===== config.mk =====
export PLATFORM = sky130hd
export DESIGN_NAME = sprite_blitter_flat
export DESIGN_NICKNAME = d
export VERILOG_FILES = /design/src/rtl/sprite_blitter_if.sv /design/src/rtl/sprite_blitter.sv /design/src/flat_wrapper.sv
export SDC_FILE = /design/constraint.sdc
export NUM_CORES = 1
export LEC_CHECK = 0
export BUFFER_PORTS_ARGS = -buffer_cell sky130_fd_sc_hd__buf_4
export CELL_PAD_IN_SITES_DETAIL_PLACEMENT = 1
export CELL_PAD_IN_SITES_GLOBAL_PLACEMENT = 2
export CORE_MARGIN = 4
export CORE_UTILIZATION = 34
export DETAILED_ROUTE_END_ITERATION = 7
export PLACE_DENSITY = 0.85
export SLEW_MARGIN = 20
export SYNTH_ARGS = -nofsm -noshare
export SYNTH_HDL_FRONTEND = slang
export SYNTH_SLANG_ARGS = --single-unit

===== constraint.sdc =====
create_clock -name CLOCK_50 -period 3.3 [get_ports CLOCK_50]
set_clock_uncertainty 0.1 [all_clocks]
set_input_delay 0.165 -clock CLOCK_50 [delete_from_list [all_inputs] [get_ports CLOCK_50]]
set_output_delay 0.165 -clock CLOCK_50 [all_outputs]
set_load 0.02 [all_outputs]

===== src/rtl/sprite_blitter_if.sv =====
// sprite_blitter_if
// Groups the draw-request handshake, the image ROM read port and the
// vga_adapter pixel port of the sprite blitter.
//   start/img_sel/x0/y0/width/height : draw request from the animation FSM
//   rom_addr/rom_sel/rom_q           : image ROM read port (rom_q returns data)
//   vga_x/vga_y/vga_colour/plot      : pixel write port to vga_adapter
//   busy/done                        : draw status back to the requester
// modport master: the requester / ROM / vga side.
// modport slave : the blitter itself.
interface sprite_blitter_if;
    logic        start;
    logic [1:0]  img_sel;
    logic [8:0]  x0;
    logic [7:0]  y0;
    logic [8:0]  width;
    logic [7:0]  height;
    logic [15:0] rom_addr;
    logic [1:0]  rom_sel;
    logic [2:0]  rom_q;
    logic [8:0]  vga_x;
    logic [7:0]  vga_y;
    logic [2:0]  vga_colour;
    logic        plot;
    logic        busy;
    logic        done;

    modport master (
        output start, img_sel, x0, y0, width, height, rom_q,
        input  rom_addr, rom_sel, vga_x, vga_y, vga_colour, plot, busy, done
    );

    modport slave (
        input  start, img_sel, x0, y0, width, height, rom_q,
        output rom_addr, rom_sel, vga_x, vga_y, vga_colour, plot, busy, done
    );
endinterface


===== src/rtl/sprite_blitter.sv =====
// sprite_blitter
// Copies a width x height sprite from the selected image ROM into the
// vga_adapter frame buffer at origin (x0,y0), one pixel per clock.
// Pixels matching the transparent colour key or falling off-screen are
// walked through the pipeline but not plotted.
// Ports:
//   CLOCK_50 : system clock
//   reset    : synchronous, active-low reset
//   bus      : sprite_blitter_if.slave (request, ROM port, pixel port, status)
//
// state | meaning
// IDLE  | waiting for start; request fields latched when start is accepted
// FETCH | one ROM address per clock, row-major over the sprite
// DRAIN | last address issued; waiting for the ROM/pixel pipe to empty
// DONE  | one-cycle done pulse
module sprite_blitter #(
    parameter int         ROM_LATENCY   = 1,
    parameter bit         TRANSP_EN     = 1'b1,
    parameter logic [2:0] TRANSP_COLOUR = 3'b000,
    parameter int         SCREEN_W      = 320,
    parameter int         SCREEN_H      = 240
) (
    input  logic              CLOCK_50,
    input  logic              reset,
    sprite_blitter_if.slave   bus
);

    localparam logic [9:0] SCREEN_W_L = 10'(SCREEN_W);
    localparam logic [8:0] SCREEN_H_L = 9'(SCREEN_H);
    localparam logic [1:0] DRAIN_LOAD = 2'(ROM_LATENCY);

    typedef enum logic [1:0] {IDLE, FETCH, DRAIN, DONE} state_t;
    state_t state, state_nxt;

    logic [8:0]  x0_l, width_l, col;
    logic [7:0]  y0_l, height_l, row;
    logic [15:0] rom_addr_r;
    logic [1:0]  rom_sel_r;
    logic [1:0]  drain_cnt;
    logic        accept, size_zero, last_addr;
    logic        busy_c, done_c;

    // col/row/valid travel alongside the ROM access so they meet rom_q
    logic        pipe_valid [ROM_LATENCY];
    logic [8:0]  pipe_col   [ROM_LATENCY];
    logic [7:0]  pipe_row   [ROM_LATENCY];

    logic [9:0]  pix_x;
    logic [8:0]  pix_y;
    logic        pix_show;

    logic [8:0]  vga_x_r;
    logic [7:0]  vga_y_r;
    logic [2:0]  vga_colour_r;
    logic        plot_r;

    assign accept    = (state == IDLE) && bus.start;
    assign size_zero = (bus.width == 9'd0) || (bus.height == 8'd0);
    assign last_addr = (col == width_l - 9'd1) && (row == height_l - 8'd1);

    always_ff @(posedge CLOCK_50) begin
        if (!reset) begin
            state <= IDLE;
        end else begin
            state <= state_nxt;
        end
    end

    always_comb begin
        state_nxt = state;
        busy_c    = 1'b0;
        done_c    = 1'b0;
        case (state)
            IDLE: begin
                if (bus.start) begin
                    state_nxt = size_zero ? DONE : FETCH;
                end
            end
            FETCH: begin
                busy_c = 1'b1;
                if (last_addr) begin
                    state_nxt = DRAIN;
                end
            end
            DRAIN: begin
                busy_c = 1'b1;
                if (drain_cnt == 2'd0) begin
                    state_nxt = DONE;
                end
            end
            DONE: begin
                busy_c    = 1'b1;
                done_c    = 1'b1;
                state_nxt = IDLE;
            end
            default: state_nxt = IDLE;
        endcase
    end

    // rom_sel deliberately survives reset so the external ROM mux keeps
    // pointing at the last image
    always_ff @(posedge CLOCK_50) begin
        if (reset && accept) begin
            rom_sel_r <= bus.img_sel;
        end
    end

    assign pix_x    = {1'b0, x0_l} + {1'b0, pipe_col[ROM_LATENCY-1]};
    assign pix_y    = {1'b0, y0_l} + {1'b0, pipe_row[ROM_LATENCY-1]};
    assign pix_show = pipe_valid[ROM_LATENCY-1]
                      && (pix_x < SCREEN_W_L)
                      && (pix_y < SCREEN_H_L)
                      && !(TRANSP_EN && (bus.rom_q == TRANSP_COLOUR));

    always_ff @(posedge CLOCK_50) begin
        if (!reset) begin
            x0_l         <= '0;
            y0_l         <= '0;
            width_l      <= '0;
            height_l     <= '0;
            col          <= '0;
            row          <= '0;
            rom_addr_r   <= '0;
            drain_cnt    <= '0;
            vga_x_r      <= '0;
            vga_y_r      <= '0;
            vga_colour_r <= '0;
            plot_r       <= 1'b0;
            for (int i = 0; i < ROM_LATENCY; i++) begin
                pipe_valid[i] <= 1'b0;
                pipe_col[i]   <= '0;
                pipe_row[i]   <= '0;
            end
        end else begin
            if (accept) begin
                x0_l     <= bus.x0;
                y0_l     <= bus.y0;
                width_l  <= bus.width;
                height_l <= bus.height;
            end

            // rom_addr is a plain incrementing counter: row-major order makes
            // row*width+col equal to the number of addresses already issued
            if (accept && !size_zero) begin
                rom_addr_r <= '0;
                col        <= '0;
                row        <= '0;
            end else if (state == FETCH && !last_addr) begin
                rom_addr_r <= rom_addr_r + 16'd1;
                if (col == width_l - 9'd1) begin
                    col <= '0;
                    row <= row + 8'd1;
                end else begin
                    col <= col + 9'd1;
                end
            end

            // DRAIN lasts ROM_LATENCY+1 cycles so done lands right after the
            // last possible plot
            if (state == FETCH) begin
                drain_cnt <= DRAIN_LOAD;
            end else if (state == DRAIN && drain_cnt != 2'd0) begin
                drain_cnt <= drain_cnt - 2'd1;
            end

            pipe_valid[0] <= (state == FETCH);
            pipe_col[0]   <= col;
            pipe_row[0]   <= row;
            for (int i = 1; i < ROM_LATENCY; i++) begin
                pipe_valid[i] <= pipe_valid[i-1];
                pipe_col[i]   <= pipe_col[i-1];
                pipe_row[i]   <= pipe_row[i-1];
            end

            vga_x_r      <= pix_x[8:0];
            vga_y_r      <= pix_y[7:0];
            vga_colour_r <= bus.rom_q;
            plot_r       <= pix_show;
        end
    end

    assign bus.rom_addr   = rom_addr_r;
    assign bus.rom_sel    = rom_sel_r;
    assign bus.vga_x      = vga_x_r;
    assign bus.vga_y      = vga_y_r;
    assign bus.vga_colour = vga_colour_r;
    assign bus.plot       = plot_r;
    assign bus.busy       = busy_c;
    assign bus.done       = done_c;

endmodule


===== src/flat_wrapper.sv =====
// flat-port wrapper written by rule: the top's interface ports become plain ports
module sprite_blitter_flat 
#(
    parameter int         ROM_LATENCY   = 1,
    parameter bit         TRANSP_EN     = 1'b1,
    parameter logic [2:0] TRANSP_COLOUR = 3'b000,
    parameter int         SCREEN_W      = 320,
    parameter int         SCREEN_H      = 240
)
  (CLOCK_50, reset, bus_start, bus_img_sel, bus_x0, bus_y0, bus_width, bus_height, bus_rom_q, bus_rom_addr, bus_rom_sel, bus_vga_x, bus_vga_y, bus_vga_colour, bus_plot, bus_busy, bus_done);
  sprite_blitter_if bus_i ();
  input  logic CLOCK_50;
  input  logic reset;
  input wire logic [$bits(bus_i.start)-1:0] bus_start;
  input wire logic [$bits(bus_i.img_sel)-1:0] bus_img_sel;
  input wire logic [$bits(bus_i.x0)-1:0] bus_x0;
  input wire logic [$bits(bus_i.y0)-1:0] bus_y0;
  input wire logic [$bits(bus_i.width)-1:0] bus_width;
  input wire logic [$bits(bus_i.height)-1:0] bus_height;
  input wire logic [$bits(bus_i.rom_q)-1:0] bus_rom_q;
  output wire logic [$bits(bus_i.rom_addr)-1:0] bus_rom_addr;
  output wire logic [$bits(bus_i.rom_sel)-1:0] bus_rom_sel;
  output wire logic [$bits(bus_i.vga_x)-1:0] bus_vga_x;
  output wire logic [$bits(bus_i.vga_y)-1:0] bus_vga_y;
  output wire logic [$bits(bus_i.vga_colour)-1:0] bus_vga_colour;
  output wire logic [$bits(bus_i.plot)-1:0] bus_plot;
  output wire logic [$bits(bus_i.busy)-1:0] bus_busy;
  output wire logic [$bits(bus_i.done)-1:0] bus_done;
  assign bus_i.start = bus_start;
  assign bus_i.img_sel = bus_img_sel;
  assign bus_i.x0 = bus_x0;
  assign bus_i.y0 = bus_y0;
  assign bus_i.width = bus_width;
  assign bus_i.height = bus_height;
  assign bus_i.rom_q = bus_rom_q;
  assign bus_rom_addr = bus_i.rom_addr;
  assign bus_rom_sel = bus_i.rom_sel;
  assign bus_vga_x = bus_i.vga_x;
  assign bus_vga_y = bus_i.vga_y;
  assign bus_vga_colour = bus_i.vga_colour;
  assign bus_plot = bus_i.plot;
  assign bus_busy = bus_i.busy;
  assign bus_done = bus_i.done;
  sprite_blitter #(.ROM_LATENCY(ROM_LATENCY), .TRANSP_EN(TRANSP_EN), .TRANSP_COLOUR(TRANSP_COLOUR), .SCREEN_W(SCREEN_W), .SCREEN_H(SCREEN_H)) u_core (.CLOCK_50(CLOCK_50), .reset(reset), .bus(bus_i));
endmodule

==> results of run 1 <==
through the flow:
stage / std cells / total power [uW] / setup slack [ps]
floorplan: 618 / 2477 / 330.5
global placement: 890 / 2822 / 179.8
detailed placement: 890 / 2886 / 62.50
CTS: 944 / 3966 / 33.27
global route: 949 / 4193 / 4.189
finish: 949 / 3931 / 163.2
routing by layer:
layer	part of all wire, %	global-route usage, %	vias to the layer above
met3	4.3	4.230	26
li1	-	-	2417
met2	49	30.67	94
met4	2.7	6.400	0
met1	44	20.96	2324
met5	0	0	-
cells in the mapped netlist, drive strengths merged, types with 11 or more instances:
library cell  instances  area, sq um
a21oi                73        365.4
and2                 35        219.0
clkbuf               19        71.32
dfxtp               110         2202
ha                   28        350.3
inv                  17        63.81
nand2                91        341.6
nand3                13        65.06
nor2                 32        120.1
nor3                 14        70.07
o21ai                16        80.08
o31ai                18        148.9
or3                  11        68.82
or4                  14        108.9
xnor2                18        157.7
xor2                 16        140.1
cells in the final DEF, fill, tap and decap left out, drive strengths merged, types with 4 or more instances in the layout:
cell and n:
xor2 16, xnor2 18, nand3 13, dfxtp 110
or2 4, dlygate4sd3 38, nand2 91, or3 11
nand4 6, clkbuf 11, nor3 14, or4 14
o21ai 16, inv 19, nor2 32, and3 8
a21oi 73, ha 28, and2 35, buf 93
nor4 6, nor2b 5, o31ai 18
kinds of logic (layout without fill, tap and decap cells):
group	after synthesis	count (layout)
multiplexers	3	3
XOR/XNOR	34	34
AO/OA/AOI/OAI	140	140
AND/OR/NAND/NOR	254	255
buffers and inverters	45	164
flip-flops	112	112
adder cells (fa/ha/maj)	30	30
path summary, 6_finish.rpt:
check,startpoint,end,cells past startpoint
max,u_core.width_l[0],u_core.row[7],9
min,bus_width[0],u_core.width_l[0],3
max reg2reg,u_core.width_l[0],u_core.row[7],9
min reg2reg,u_core.x0_l[8],u_core.x0_l[8],2
final cells by class:
class                   instances  area share [%]
clock buffers                  11           3.368
clock inverters                 5          0.5795
inverters                      17          0.9236
multi-input cells             462           42.77
flip-flops and latches        112           32.74
well taps                     211           3.821
repair buffers                131           15.79
sequential cells by signal, summed over array words and instances, names as in the netlist:
name and cells:
u_core.bus.rom_sel 2, u_core.bus.vga_colour 3, u_core.pipe_row 8, u_core.bus.rom_addr 16
u_core.drain_cnt 2, u_core.col 9, u_core.pipe_valid 1, u_core.pipe_col 9
u_core.bus.vga_y 8, u_core.width_l 9, u_core.row 8, u_core.bus.plot 1
u_core.state 2, u_core.x0_l 9, u_core.bus.vga_x 9, u_core.height_l 8
u_core.y0_l 8
worst max-delay path, cell delays in order (launching register included):
cell       delay, ps
dfxtp_1          350
inv_1             90
ha_1             180
or4b_4           510
nor4_4           170
xnor2_1          100
or4_4            600
nand4bb_4        270
or4_1            540
a21oi_1          160
what timing repair did:
| action | CTS | global route |
|---|---|---|
| hold buffers | 38 | 0 |
| hold endpoints to repair | 38 | 0 |
| buffers inserted | 0 | 4 |
| endpoints found under the setup margin | 0 | 4 |
power groups by stage:
stage               logic (uW)  registers [uW]  clock network [uW]
CTS                       1260            1630                1070
finish                    1270            1630                1020
floorplan                  805            1670                   0
detailed placement        1220            1670                   0
global route              1420            1660                1110
global placement          1160            1660                   0
==> impl_metrics.json, run 1 <==
{
  "status": "completed",
  "dr.pass1.iters": 4,
  "cts_tree": "done",
  "r2r_setup_slack_ps": 160,
  "synth_top_family_by_area": "simple AND/OR/NAND/NOR gates",
  "grt_pass1_wl_um": 25630,
  "diodes": 0,
  "synthXorXnorAreaFrac_pct": 5.548,
  "final_max_slew_viol_count": 0,
  "wire_per_inst_um": 16.38,
  "power-per-cell-area_mw_per_mm2": 568.9,
  "cts_buffer_depth": 2,
  "numClockSinks": 112,
  "grt-ovfl-total": 0,
  "path_clk_slew_ps": 70,
  "maxCapViolCount": 0,
  "synth_edf_count": 2,
  "path_max_fanout": 7,
  "tightest_slew_ps": 755.3,
  "fin_area_sq_mm": 0.006909,
  "vias": 4861,
  "finalHoldViolCount": 0,
  "synth_nets": 690,
  "ys_ff_latch": 112,
  "crit_required_ps": 3480,
  "final_layout_size_suffix_gt1_share_pct": 16.67,
  "grt_setup_unrepaired": "no",
  "drc": 0,
  "root_buffer": "clkbuf_16",
  "syn_inst": 618,
  "ctsResizeCount": 0,
  "p_int_uw": 2555,
  "syn_area_per_cell_sq_um": 8.686,
  "die_area_sq_mm": 0.01786,
  "hpwlAfterDp_um": 10630,
  "switchingPower_uw": 1376,
  "setup.worst_path.end_class": "register",
  "antenna_found_initial": 0,
  "synth-simple-area-share_pct": 24.85,
  "viasPerCell": 5.122,
  "p_leak_uw": 0.002767,
  "routed_wl_um": 15540,
  "synth_ff_type": "dfxtp_1",
  "ys.warnings.count": 0,
  "finalCriticalPeriod_ps": 3137,
  "ant_nets": 0,
  "min_path_type": "in2reg",
  "htreeDepth": 3,
  "max-vdd-ir-drop_mv": 0.2465,
  "die_x_um": 133.6,
  "start_util_pct": 35.05,
  "netlist_area_sq_mm": 0.005368,
  "dpl-instance-area_sq_mm": 0.006202,
  "first_global_vias": 5122,
  "power_frac_comb_pct": 32.4,
  "cts_buffers": 9,
  "yosys.area_share.adder_pct": 7.273,
  "core_area_sq_mm": 0.01531,
  "synth_compound_area_share_pct": 16.32,
  "regArea_sq_mm": 0.002262,
  "p_clk_share_pct": 26.0,
  "clkLatencyLatePin_ps": 350,
  "drt_iter0_drc": 192,
  "track_usage_pct": 17.55,
  "max_slew_margin_pct": 49.46,
  "synth_async_sr_flop_share_pct": 0,
  "io_pins": 83,
  "area_growth_pct": 28.72,
  "criticalPathCategory": "reg2reg",
  "finalSetupViolCount": 0,
  "synth_cell_types": 62,
  "multiInputGateArea_sq_mm": 0.002955,
  "switching_share_pct": 34.99,
  "arrival_ps": 3320,
  "synthMuxAreaShare_pct": 0.5594,
  "fin_crit_sh_pct": 95.06,
  "max_freq_mhz": 318.8,
  "timing.hold.ws_ps": 37.62,
  "grt_start_max_net_pins": 48,
  "finalSetupTns_ps": 0,
  "routabilityCongestion": 0.8349,
  "final_util_pct": 45.11,
  "fillers": 1792,
  "synth_seq_area_share_pct": 42.14,
  "power_frac_seq_pct": 41.6,
  "layout.nets": 805,
  "die_h_um": 133.6,
  "fp-row-count": 45,
  "portBuffers": 82,
  "worstSetupStartpointType": "register"
}
(Power assumes the default switching activity.)
==> inputs of run 2 (changes only) <==
Settings changed: PLACE_DENSITY 0.85 to unset, PLACE_DENSITY_LB_ADDON set to 0.1.
==> impl_metrics.json, run 2 (same netlist as run 1, synthesis figures left out) <==
{
  "status": "completed",
  "start_util_pct": 35.05,
  "antenna_found_initial": 0,
  "multiInputGateArea_sq_mm": 0.002955,
  "fillers": 1843,
  "routabilityCongestion": 0.7886,
  "vias": 4864,
  "regArea_sq_mm": 0.002262,
  "viasPerCell": 5.136,
  "path_clk_slew_ps": 80,
  "first_global_vias": 5019,
  "routed_wl_um": 15130,
  "finalSetupViolCount": 0,
  "ctsResizeCount": 0,
  "clkLatencyLatePin_ps": 360,
  "stdcell_count": 947,
  "critical_path.slowest_cell": "or4_4",
  "cts_buffers": 9,
  "tightest_slew_ps": 703.0,
  "layout.nets": 803,
  "cts_buffer_depth": 2,
  "dpl.cell_count": 891,
  "grt_pass1_wl_um": 25000,
  "io_pins": 83,
  "final_max_slew_viol_count": 0,
  "final_layout_size_suffix_gt1_share_pct": 16.71,
  "dr.pass1.iters": 4,
  "path_cells": "inv_1 > ha_1 > or4b_4 > nor4_4 > xnor2_1 > or4_4 > nand4bb_4 > or4_1 > a21oi_1",
  "final_cell_mix": "dfxtp_1 (110), nand2_1 (91), buf_4 (91), a21oi_1 (73), dlygate4sd3_1 (37)",
  "worst_hold_path.num_cells": 3,
  "htreeDepth": 3,
  "r2r-start": "u_core.width_l[0]",
  "drt_iter0_drc": 153,
  "max_slew_margin_pct": 51.92,
  "r2r_setup_slack_ps": 210,
  "r2r_end": "u_core.row[5]",
  "drc": 0,
  "portBuffers": 82,
  "largest_register_ffs": 16,
  "finalCriticalPeriod_ps": 3093,
  "power-per-cell-area_mw_per_mm2": 572.1,
  "finalHoldViolCount": 0,
  "numClockSinks": 112,
  "arrival_ps": 3280,
  "hold_end": "u_core.width_l[0]",
  "grt-ovfl-total": 0,
  "root_buffer": "clkbuf_16",
  "fin_crit_sh_pct": 93.74,
  "diodes": 0,
  "max_stage_delay_ps": 590,
  "core_area_sq_mm": 0.01531,
  "grt_start_max_net_pins": 48,
  "worstSetupStartpointType": "register",
  "crit_required_ps": 3490,
  "cts_tree": "done",
  "die_area_sq_mm": 0.01786,
  "die_h_um": 133.6,
  "reg2reg_depth": 9,
  "setup.worst_path.end_class": "register",
  "maxCapViolCount": 0,
  "area_growth_pct": 28.60,
  "track_usage_pct": 17.17,
  "path_max_fanout": 6,
  "max_freq_mhz": 323.3,
  "ant_nets": 0,
  "final_util_pct": 45.07,
  "wire_per_inst_um": 15.97,
  "p_leak_uw": 0.002766,
  "grt_setup_unrepaired": "no",
  "hold_start": "bus_width[0]",
  "fp-row-count": 45,
  "min_path_type": "in2reg",
  "finalSetupTns_ps": 0,
  "max-vdd-ir-drop_mv": 0.3188,
  "die_x_um": 133.6,
  "criticalPathCategory": "reg2reg",
  "hpwlAfterDp_um": 10730,
  "final_common_cell": "dfxtp_1"
}
## run 2: cell count changes in the layout (fill, tap and decap cells not counted), sizes merged
cell | before | now
dlygate4sd3 | 38 | 37
buf | 93 | 92
clkbuf | 11 | 10
inv | 19 | 23
clkinv | 3 | 0
## run 2: where the power goes
group,switching (uW),internal [uW],total (uW)
Combinational,717,530,1250
Sequential,134,1500,1640
Clock,534,533,1070
Total,1380,2560,3950
## run 2: routing by layer
metal / wire length (um) / track usage [%] / share of wire (%)
met5: 0 / 0 / 0
met4: 182 / 4.229 / 1.2
met3: 589 / 4.343 / 3.9
met2: 7408 / 30.39 / 49
met1: 6947 / 20.89 / 46
## run 2: timing repair
item,in CTS,in global routing
setup endpoints to repair,0,5
hold buffers,37,0
hold endpoints to repair,37,0
buffers inserted,0,2
## run 2: cell type report
class,instances,area share (%)
Clock buffer,10,3.317
Clock inverter,6,0.7975
Inverter,17,0.9244
Multi-Input combinational cell,462,42.81
Sequential cell,112,32.77
Tap cell,211,3.825
Timing Repair Buffer,129,15.55
## run 2: worst max-delay path by stage
stage	start	cells past startpoint	to	slack (ps)
final	u_core.width_l[0]	9	u_core.row[5]	210
after global routing	u_core.width_l[0]	10	u_core.bus.rom_addr[1]	40
after CTS	u_core.width_l[0]	9	u_core.row[5]	80
after detailed placement	u_core.width_l[0]	9	u_core.row[5]	120
after global placement	u_core.width_l[0]	9	u_core.row[5]	220
after floorplan	u_core.width_l[0]	9	u_core.row[5]	330
## run 2: critical path, delay by kind of cell (launching register included)
| family | cells | cell delay (ps) |
|---|---|---|
| buf+inv | 1 | 90 |
| simple gates | 5 | 2070 |
| compound gates | 1 | 160 |
| xor+xnor | 1 | 90 |
| fa+ha+maj | 1 | 170 |
| flops | 1 | 350 |
## run 2: through the flow
stage	hold WS [ps]	power (uW)	instance area (sq um)	setup slack, ps
floorplan	163.9	2477	5368	330.5
global placement	243.6	2830	6210	218.7
detailed placement	248.6	2877	6217	117.8
CTS	5.299	3997	6872	84.75
global route	10.56	4209	6903	35.24
finish	9.940	3949	6903	206.6
